## src/rtl/spi_master.sv

```systemverilog
`default_nettype none
// ============================================================================
//  Module   : spi_master
//  Purpose  : Mode-0 SPI master, byte-wide request interface, MSB-first,
//             optional chip-select hold across bytes.
//  Option   : SPI_MASTER_LOOPBACK_EN - sample the internal mosi bit instead
//             of the miso pin.
//  Revision : 1.0 - initial release
// ============================================================================
module spi_master #(
    parameter int CLK_DIV = 4,
    parameter int DATA_W  = 8
) (
    input  logic              clk,
    input  logic              reset,
    input  logic              start,
    input  logic [DATA_W-1:0] tx_data,
    input  logic              hold_ss,
    output logic              ready,
    output logic              done,
    output logic [DATA_W-1:0] rx_data,
    output logic              sck,
    output logic              mosi,
    input  logic              miso,
    output logic              ssel
);

    localparam int                 c_CNT_W    = $clog2(DATA_W + 1);
    localparam logic [7:0]         c_DIV_LAST = 8'(CLK_DIV - 1);
    localparam logic [c_CNT_W-1:0] c_BITS     = c_CNT_W'(DATA_W);

    localparam logic [2:0] c_IDLE  = 3'd0;
    localparam logic [2:0] c_LEAD  = 3'd1;
    localparam logic [2:0] c_HIGH  = 3'd2;
    localparam logic [2:0] c_LOW   = 3'd3;
    localparam logic [2:0] c_TRAIL = 3'd4;

    logic [2:0]         r_state;
    logic [7:0]         r_divCnt;
    logic [c_CNT_W-1:0] r_bitCnt;
    logic [DATA_W-1:0]  r_txShift;
    logic [DATA_W-1:0]  r_rxShift;
    logic [DATA_W-1:0]  r_rxData;
    logic               r_hold;
    logic               r_ready;
    logic               r_done;
    logic               r_sck;
    logic               r_mosi;
    logic               r_ssel;

    logic w_divDone;
    logic w_sampleBit;

    assign w_divDone = (r_divCnt == c_DIV_LAST);

`ifdef SPI_MASTER_LOOPBACK_EN
    assign w_sampleBit = r_mosi;
`else
    assign w_sampleBit = miso;
`endif

    always_ff @(posedge clk or posedge reset) begin
        if (reset) begin
            r_state   <= c_IDLE;
            r_divCnt  <= 8'd0;
            r_bitCnt  <= '0;
            r_txShift <= '0;
            r_rxShift <= '0;
            r_rxData  <= '0;
            r_hold    <= 1'b0;
            r_ready   <= 1'b1;
            r_done    <= 1'b0;
            r_sck     <= 1'b0;
            r_mosi    <= 1'b0;
            r_ssel    <= 1'b1;
        end else begin
            r_done <= 1'b0;
            if (r_state != c_IDLE) begin
                r_divCnt <= w_divDone ? 8'd0 : r_divCnt + 8'd1;
            end

            case (r_state)
                c_IDLE: begin
                    if (start && r_ready) begin
                        r_txShift <= tx_data;
                        r_hold    <= hold_ss;
                        r_ssel    <= 1'b0;
                        r_mosi    <= tx_data[DATA_W-1];
                        r_ready   <= 1'b0;
                        r_divCnt  <= 8'd0;
                        r_state   <= c_LEAD;
                    end
                end
                c_LEAD, c_LOW: begin
                    if (w_divDone) begin
                        r_sck     <= 1'b1;
                        r_rxShift <= {r_rxShift[DATA_W-2:0], w_sampleBit};
                        r_bitCnt  <= r_bitCnt + 1'b1;
                        r_state   <= c_HIGH;
                    end
                end
                c_HIGH: begin
                    if (w_divDone) begin
                        r_sck <= 1'b0;
                        if (r_bitCnt == c_BITS) begin
                            r_rxData <= r_rxShift;
                            r_done   <= 1'b1;
                            r_bitCnt <= '0;
                            // With hold the byte ends straight into IDLE so ssel stays low.
                            if (r_hold) begin
                                r_ready <= 1'b1;
                                r_state <= c_IDLE;
                            end else begin
                                r_state <= c_TRAIL;
                            end
                        end else begin
                            r_mosi    <= r_txShift[DATA_W-2];
                            r_txShift <= {r_txShift[DATA_W-2:0], 1'b0};
                            r_state   <= c_LOW;
                        end
                    end
                end
                c_TRAIL: begin
                    if (w_divDone) begin
                        r_ssel  <= 1'b1;
                        r_ready <= 1'b1;
                        r_state <= c_IDLE;
                    end
                end
                default: begin
                    r_ready <= 1'b1;
                    r_state <= c_IDLE;
                end
            endcase
        end
    end

    assign ready   = r_ready;
    assign done    = r_done;
    assign rx_data = r_rxData;
    assign sck     = r_sck;
    assign mosi    = r_mosi;
    assign ssel    = r_ssel;

endmodule
`default_nettype wire

```

## config.mk

```make
export PLATFORM = sky130hd
export DESIGN_NAME = spi_master
export DESIGN_NICKNAME = d
export VERILOG_FILES = /design/src/rtl/spi_master.sv
export SDC_FILE = /design/constraint.sdc
export NUM_CORES = 1
export LEC_CHECK = 0
export BUFFER_PORTS_ARGS = -buffer_cell sky130_fd_sc_hd__buf_2
export CORE_MARGIN = 10
export CORE_UTILIZATION = 61
export CTS_BUF_LIST = sky130_fd_sc_hd__clkbuf_16
export DETAILED_ROUTE_END_ITERATION = 8
export HOLD_SLACK_MARGIN = 0.1
export MAX_ROUTING_LAYER = met4
export PLACE_DENSITY_LB_ADDON = 0.1
export SKIP_LAST_GASP = 1
export SLEW_MARGIN = 20
export SYNTH_ARGS = -nofsm -noshare
export SYNTH_HDL_FRONTEND = slang
export SYNTH_SLANG_ARGS = --single-unit
export TNS_END_PERCENT = 50
```

## constraint.sdc

```tcl
create_clock -name clk -period 3.5 [get_ports clk]
set_input_delay 0.35 -clock clk [delete_from_list [all_inputs] [get_ports clk]]
set_output_delay 0.35 -clock clk [all_outputs]
set_load 0.1 [all_outputs]
```

### After elaboration in Yosys (flattened, before gate mapping)

Cells that the tools add are included.

| cells by class | value |
|---|---|
| multiplexer cells | 35 |
| bitwise logic cells | 1 |
| eq/ne operators | 13 |
| reduce and logical (&&, ||, !) cells | 16 |
| add/sub/neg operators | 2 |

Operators by type and width:

| kind | number |
|---|---|
| two-way mux 8 bit | 4 |
| two-way mux 7 bit | 3 |
| two-way mux 3 bit | 6 |
| inequality test 2 bit (second input constant) | 7 |
| one-hot mux 7 bit (2 select lines) | 1 |
| two-way mux 1 bit | 12 |
| two-way mux 4 bit | 3 |
| one-hot mux 3 bit (4 select lines) | 1 |
| AND reduction 4 bit | 3 |
| AND reduction 3 bit | 3 |
| adder 8 x 1 -> 8 bit (second input constant) | 1 |
| equality test 8 x 2 -> 1 bit (second input constant) | 1 |
| one-hot mux 4 bit (2 select lines) | 1 |
| equality test 3 x 2 -> 1 bit (second input constant) | 2 |
| one-hot mux 1 bit (2 select lines) | 3 |
| AND reduction 6 bit | 1 |
| nonzero test 2 bit | 3 |
| adder 4 x 1 -> 4 bit (second input constant) | 1 |
| equality test 4 bit (second input constant) | 1 |
| one-hot mux 1 bit (4 select lines) | 1 |
| AND reduction 2 bit | 2 |
| equality test 3 x 1 -> 1 bit (second input constant) | 1 |
| equality test 3 bit (second input constant) | 1 |
| zero test 3 bit | 1 |
| other kinds (4) | 4 |

| word-level totals | value |
|---|---|
| input port bits | 13 |
| register bits | 44 |

### Longest topological paths before layout

Gate-level depths: netlist (run 1).

| logic depth | value |
|---|---|
| word-level depth | 5 |
| depth in mapped cells | 7 |
| gate-level depth less buffers | 6 |

### Worst setup path after synthesis (run 1)

OpenSTA, ideal clock, no wires.

| timing path | value |
|---|---|
| path kind | register to register |
| start | reg r_divCnt[0] |
| end | reg r_rxShift[0] |
| library setup time | 0.125 ns |
| cell stages (with the launch flop) | 7 |
| slack | 1.285 ns |
| arrival time | 2.090 ns |
| cells stage by stage | dfrtp_1 -> ha_1 -> or4b_4 -> or2_1 -> or3_1 -> buf_6 -> mux2_4 |

| between the ends | value |
|---|---|
| cells in the longest elaborated chain, start to end | 2 |

RTL lines:

| item | line | RTL |
|---|---|---|
| from (decl) | 39 | `logic [7:0] r_divCnt;` |
| from (signal assigned) | 79 | `r_divCnt <= w_divDone ? 8'd0 : r_divCnt + 8'd1;` |
| equality test 8 x 2 -> 1 bit | 54 | `assign w_divDone = (r_divCnt == c_DIV_LAST);` |
| AND reduction 2 bit (no source line) | - |  |
| to (signal assigned) | 97 | `r_rxShift <= {r_rxShift[DATA_W-2:0], w_sampleBit};` |
| to (decl) | 42 | `logic [DATA_W-1:0] r_rxShift;` |

No other way between the ends.
A chain may end at the register's enable or synchronous reset.

### Worst setup path after layout (run 1)

Same ends and word-level chain as after synthesis.

==> summary.txt, run 1 <==
Floorplan
  • Core box area: roughly 0.0033 mm2
  • Die area: between 0.006 and 0.007 mm2
  • Die height: 78.7 um
  • I/O Pins: 26
  • Starting Density: 0.629
  • Site row count: 21
  • Die width: 78.7 um

Route
  • Routed vias: 1453
  • # DRC: 0
  • Antenna-violating nets left: 0
  • DRT iter0 DRCs: 127
  • Final WL: 4040 um
  • Via/cell ratio: roughly 5.8
  • First-pass DRT Iterations: 4
  • Wirelength per Cell: 16.2 um

Yosys
  • Post-synthesis cell type count: 39
  • Post-synthesis instance area: 0.00210 mm2
  • Syn Inst Count: 178
  • Syn avg cell area: 11.8 um2
  • Syn_nets: 194
  • Register area share after synthesis: 0.526
  • Seq cells post-synth: 44
  • Synth warn: 0

Critical path
  • Crit-path max FO: 11
  • Nature of the critical path endpoint: register
  • Startpoint class of the critical path: register
  • Critical Path RT: 3.66 ns
  • Critical path arrival: 2.88 ns
  • Reg2Reg Launch Point: r_divCnt[0]
  • Critical Path Source: r_divCnt[0]
  • Worst Setup Path Type: register to register
  • Number of cells on the worst reg-to-reg path: 5

GRT
  • Largest net degree at the start of global routing: 45
  • Initial antenna violation count: 0
  • First-pass GRT wire length: 7130 um
  • GRT Total Usage: 0.146
  • Total gr overflow: 0
  • Vias in the first global route: 1523

Power
  • Tot Pwr: 0.00105 W
  • Pwr/cell area: between 400 and 500 mW/mm2
  • VDD IR max: approximately 0.29 mV
  • Leak Pwr: 1.15 nW

Placement
  • Worst slack, placed: 0.838 ns
  • Hpwl dp: 2870 um
  • Global placer's final weighted congestion: 0.867
  • I/O Buffers: 25
  • Placed cell count: 242

CTS
  • CTS sink count: 44
  • Hold_buf cts: 0
  • H-tree levels: 2
  • Num CTS Buffers: 5
  • Worst skew pair latency: 0.28 ns
  • Post-CTS Repair Setup Buffers: 0
  • TritonCTS clock tree: yes
  • Post-cts sizing count: 0
  • Clk slew on worst S/H paths: ~0.060 ns
  • Root Buffer Master: clkbuf_16
  • Max clock buf depth: 2

Timing
  • Setup Viol. Count Final: 0
  • Unrepaired setup endpoints after global routing: false
  • Min Tclk post-route: roughly 2.7 ns
  • FMAX: about 370 MHz
  • Skew final: roughly 0.0072 ns
  • Post-route setup slack: 0.789 ns
  • Slew Limit Fails: 0
  • Post-Route Setup TNS: 0 ns
  • Hold Violations, Final: 0
  • Slew of the pin with the lowest slew margin: 0.794 ns
  • Period Utilization, post-route: 0.775
  • Slew headroom: 0.467

Worst hold path
  • Worst hold path class: input pin to async pin

Layout
  • Ant. Diodes: 0
  • Layout Utilization: 0.722
  • Final Non-Filler Cells: 250
  • Nets: 219
  • Register area: 0.00110 mm2
  • Layout Area Growth over Synthesis: 14.8%
  • Multi-input logic area: just over 900 um2
  • # fillers: 252
  • Layout cell share with drive strength beyond 1: 0.343

Run
  • Max_cap viols: 0

Run status
  • Outcome: completed
==> cell usage in the layout (no fill, tap or decap), types with 3 or more instances in the layout <==
cell type,count
nor2_1,7
or3_1,3
o21ai_0,10
mux2_4,7
clkbuf_16,5
nand2_1,15
inv_1,10
ha_1,3
buf_2,25
a21oi_1,8
mux2i_1,4
mux2_2,24
dfrtp_1,42
nand3_1,5
==> through the flow <==
step | hold slack, ns | instance area [um2]
after floorplan | 0.468 | 2100
after global placement | 0.482 | 2250
after detailed placement | 0.489 | 2250
after CTS | 0.228 | 2410
after global routing | 0.252 | 2410
final | 0.206 | 2410
==> synthesized netlist by cell type (all sizes together) <==
cell / count / area [um2]
nand2: 15 / 56.3
inv: 9 / 33.8
or2: 1 / 6.26
clkbuf: 3 / 11.3
dfstp: 2 / 52.6
mux2: 31 / 375
or3: 3 / 18.8
nor4: 1 / 6.26
and4: 1 / 8.76
or4b: 1 / 13.8
a311oi: 2 / 17.5
o31ai: 2 / 15.0
and2: 1 / 6.26
a21oi: 8 / 40.0
o22ai: 1 / 6.26
dfrtp: 42 / 1050
nand3: 5 / 25.0
nor3b: 1 / 7.51
a31oi: 2 / 12.5
ha: 3 / 37.5
nand4: 2 / 12.5
a2111oi: 2 / 23.8
nand3b: 2 / 15.0
or3b: 1 / 8.76
nand2b: 1 / 6.26
o21bai: 2 / 15.0
mux2i: 4 / 40.0
nand4b: 1 / 8.76
nor2: 7 / 26.3
nor3: 2 / 10.0
or4: 2 / 15.0
o21ai: 11 / 66.3
a22o: 1 / 8.76
xnor2: 1 / 8.76
buf: 5 / 31.3
==> registers in the layout, summed over array words and instances, names as in the netlist <==
signal / flops
r_hold: 1
r_state: 3
ready: 1
r_divCnt: 8
ssel: 1
sck: 1
r_bitCnt: 4
rx_data: 8
mosi: 1
done: 1
r_txShift: 7
r_rxShift: 8
==> path summary, 6_finish.rpt <==
path | end | slack, ns
setup / recovery | r_rxShift[0] | 0.79
max in group asynchronous | ready | 2.91
hold / removal | rx_data[4] | 0.21
setup reg to reg | r_rxShift[0] | 0.79
hold reg to reg | rx_data[2] | 0.50
min in group clk | r_rxShift[0] | 0.30
==> power breakdown <==
group          internal (W)  total [W]  switching (W)
logic             0.0000114  0.0000248      0.0000134
registers          0.000512   0.000514     0.00000191
clock network      0.000332   0.000514       0.000181
total              0.000856    0.00105       0.000196
==> cells by family (layout without fill, tap and decap cells) <==
family,count (synthesis),count (layout),share of synthesized area
flops,44,44,0.526
xor+xnor,1,1,0.00417
fa+ha+maj,3,3,0.0179
buf+inv,17,43,0.0364
compound gates,31,31,0.0978
mux,35,35,0.198
simple gates,47,47,0.120
==> worst max-delay path: stages (launching register included) <==
cell and delay [ns]:
dfrtp_1 0.38, ha_1 0.25, or4b_4 0.52, or2_1 0.40, or3_1 0.65, mux2_4 0.39
==> layer usage <==
metal	vias to the layer above	track usage	share of wire
met2	32	0.221	0.49
met3	8	0.0433	0.038
met1	728	0.179	0.46
met4	0	0.0556	0.018
met5	-	-	0
li1	685	-	-
==> area by class of cell <==
type	count	area share
Sequential cell	44	0.458
Tap cell	46	0.0239
Multi-Input combinational cell	117	0.381
Inverter	9	0.0140
Clock buffer	5	0.0519
Clock inverter	3	0.0161
Timing Repair Buffer	26	0.0550
(Power assumes the default switching activity.)
==> run 2, diff against run 1 <==
Settings changed: CORE_UTILIZATION 61 to 57.
Clock period 3.5 ns to 2.5 ns, I/O delays scaled along.
==> summary.txt, run 2 (synthesized netlist as in run 1, its figures left out) <==
Critical path
  • Critical Path RT: 2.67 ns (was 3.66 ns)
  • Worst Setup Path Type: register to register (unchanged)
  • Nature of the critical path endpoint: register (unchanged)
  • End of the worst register-to-register path: r_txShift[6] (was r_rxShift[0])
  • Reg2Reg Setup Slack: 0.19 ns (was 0.79 ns)
  • CP peak stage delay: 0.49 ns (was 0.65 ns)
  • Startpoint class of the critical path: register (unchanged)
  • Critical path arrival: 2.47 ns (was 2.88 ns)
  • Reg2Reg Launch Point: r_divCnt[0] (unchanged)
  • Crit-path max FO: 10 (was 11)
  • Number of cells on the worst reg-to-reg path: 6 (was 5)
  • Crit path max-delay cell type: or4b_4 (was or3_1)
  • CP Cell Sequence: ha_1, or4b_4, or2_1, buf_4, o21ai_4, mux2_2 (was ha_1, or4b_4, or2_1, or3_1, mux2_4)

Layout
  • Layout cell share with drive strength beyond 1: 0.373 (was 0.343)
  • Layout Area Growth over Synthesis: 17.0% (was 14.8%)
  • Register area: 0.00110 mm2 (unchanged)
  • Commonest non-fill, non-tap cell in the layout: dfrtp_1 (unchanged)
  • Commonest non-fill, non-tap cells in the layout: dfrtp_1, buf_2, mux2_2, nand2_1, o21ai_0 (was dfrtp_1, buf_2, mux2_2, nand2_1)
  • Nets: 227 (was 219)
  • Ant. Diodes: 0 (unchanged)
  • Multi-input logic area: 923 um2 (was 918 um2)
  • # fillers: 239 (was 252)

GRT
  • Initial antenna violation count: 0 (unchanged)
  • Vias in the first global route: 1515 (was 1523)
  • First-pass GRT wire length: 7210 um (was 7130 um)
  • Largest net degree at the start of global routing: 45 (unchanged)
  • Total gr overflow: 0 (unchanged)
  • GRT Total Usage: 0.145 (was 0.146)

Placement
  • Worst slack, placed: 0.117 ns (was 0.838 ns)
  • I/O Buffers: 25 (unchanged)
  • Global placer's final weighted congestion: 0.849 (was 0.867)
  • Hpwl dp: 3000 um (was 2870 um)

CTS
  • Max clock buf depth: 2 (unchanged)
  • TritonCTS clock tree: yes (unchanged)
  • Root Buffer Master: clkbuf_16 (unchanged)
  • Post-CTS Repair Setup Buffers: 0 (unchanged)
  • H-tree levels: 2 (unchanged)
  • Num CTS Buffers: 5 (unchanged)
  • Worst skew pair latency: 0.28 ns (about the same)
  • CTS sink count: 44 (unchanged)
  • Clk slew on worst S/H paths: 0.06 ns (about the same)

Route
  • Routed vias: 1447 (was 1453)
  • First-pass DRT Iterations: 4 (unchanged)
  • DRT iter0 DRCs: 105 (was 127)
  • Wirelength per Cell: 16.5 um (was 16.2 um)
  • Antenna-violating nets left: 0 (unchanged)
  • # DRC: 0 (unchanged)
  • Final WL: 4260 um (was 4040 um)
  • Via/cell ratio: 5.61 (was 5.81)

Timing
  • Skew final: 0.00625 ns (was 0.00717 ns)
  • FMAX: 433 MHz (was 369 MHz)
  • Post-route setup slack: 0.192 ns (was 0.789 ns)
  • Hold Violations, Final: 0 (unchanged)
  • Period Utilization, post-route: 0.923 (was 0.775)
  • Hold WS: 0.0992 ns (was 0.206 ns)
  • Slew headroom: 0.598 (was 0.467)
  • Setup Viol. Count Final: 0 (unchanged)
  • Unrepaired setup endpoints after global routing: false (unchanged)
  • Post-Route Setup TNS: 0 ns (unchanged)
  • Slew of the pin with the lowest slew margin: 0.603 ns (was 0.794 ns)
  • Slew Limit Fails: 0 (unchanged)
  • Min Tclk post-route: 2.31 ns (was 2.71 ns)

Floorplan
  • Core box area: 0.00344 mm2 (was 0.00334 mm2)
  • Site row count: 21 (unchanged)
  • Die width: 80.7 um (was 78.7 um)
  • Die area: 0.00651 mm2 (was 0.00619 mm2)
  • I/O Pins: 26 (unchanged)
  • Die height: 80.7 um (was 78.7 um)
  • Starting Density: 0.610 (was 0.629)

Run
  • Max_cap viols: 0 (unchanged)

Run status
  • Outcome: completed (unchanged)

Worst hold path
  • Worst hold path class: input pin to async pin (unchanged)

Power
  • VDD IR max: 0.485 mV (was 0.289 mV)
  • Leak Pwr: 1.17 nW (was 1.15 nW)
  • Pwr/cell area: 564 mW/mm2 (was 437 mW/mm2)
[run 2: changes by cell type in the layout (fill, tap and decap cells not counted)]
| cell | delta |
|---|---|
| buf_4 | +8 |
| clkinvlp_4 | +2 |
| bufinv_16 | -1 |
| clkinv_1 | +1 |
| clkinv_2 | -1 |
| inv_1 | -1 |
| or3_1 | -1 |
| or3_4 | +1 |
[run 2: routing by layer]
metal,track usage,vias up,part of all wire
met5,-,-,0
li1,-,704,-
met3,0.0367,6,0.027
met4,0.0415,0,0.012
met2,0.228,25,0.51
met1,0.179,712,0.45
[run 2: cell type report]
type                            instances  share of cell area
Inverter                                9              0.0138
Timing Repair Buffer                   34              0.0785
Tap cell                               46              0.0234
Clock inverter                          3             0.00765
Multi-Input combinational cell        117               0.376
Clock buffer                            5              0.0510
Sequential cell                        44               0.450
[run 2: worst max-delay path, delay by kind of cell (launching register included)]
kind,cells,cell delay [ns]
and+or+nand+nor,2,0.76
DFF,1,0.39
muxes,1,0.38
AOI/OAI and AO/OA,1,0.30
buffers and inverters,1,0.19
adders and majority gates,1,0.17
[run 2: power breakdown]
part	internal, W	total, W	leakage [nW]	switching [W]
Clock	0.000366	0.000630	0.0635	0.000264
Sequential	0.000717	0.000720	0.557	0.00000254
Combinational	0.0000160	0.0000352	0.550	0.0000192
Total	0.00110	0.00138	1.17	0.000286
[run 2: repair_timing]
item | CTS | global route
gates resized for setup | 0 | 1
hold buffers | 0 | 0
setup endpoints to repair | 0 | 6
[run 2: per-stage QoR]
| step | power [W] | utilization | std cells | area, um2 |
|---|---|---|---|---|
| 6_report | 0.00138 | 0.713 | 258 | 2450 |
| 5_1_grt | 0.00143 | 0.713 | 258 | 2450 |
| 4_1_cts | 0.00140 | 0.712 | 258 | 2450 |
| 3_5_place_dp | 0.000769 | 0.670 | 250 | 2310 |
| 3_3_place_gp | 0.000767 | 0.670 | 250 | 2310 |
| 2_1_floorplan | 0.000752 | - | 178 | 2100 |
[run 2: worst max path at each step]
| stage | slack, ns | start | end | depth (start not counted) |
|---|---|---|---|---|
| finish | 0.19 | r_divCnt[0] | r_txShift[6] | 6 |
| global route | 0.07 | r_divCnt[0] | r_state[0] | 5 |
| CTS | 0.11 | r_divCnt[0] | r_rxShift[2] | 5 |
| detailed placement | 0.12 | r_divCnt[0] | r_rxShift[0] | 5 |
| global placement | 0.18 | r_divCnt[0] | r_rxShift[0] | 5 |
| floorplan | 0.28 | r_divCnt[0] | r_rxShift[0] | 6 |
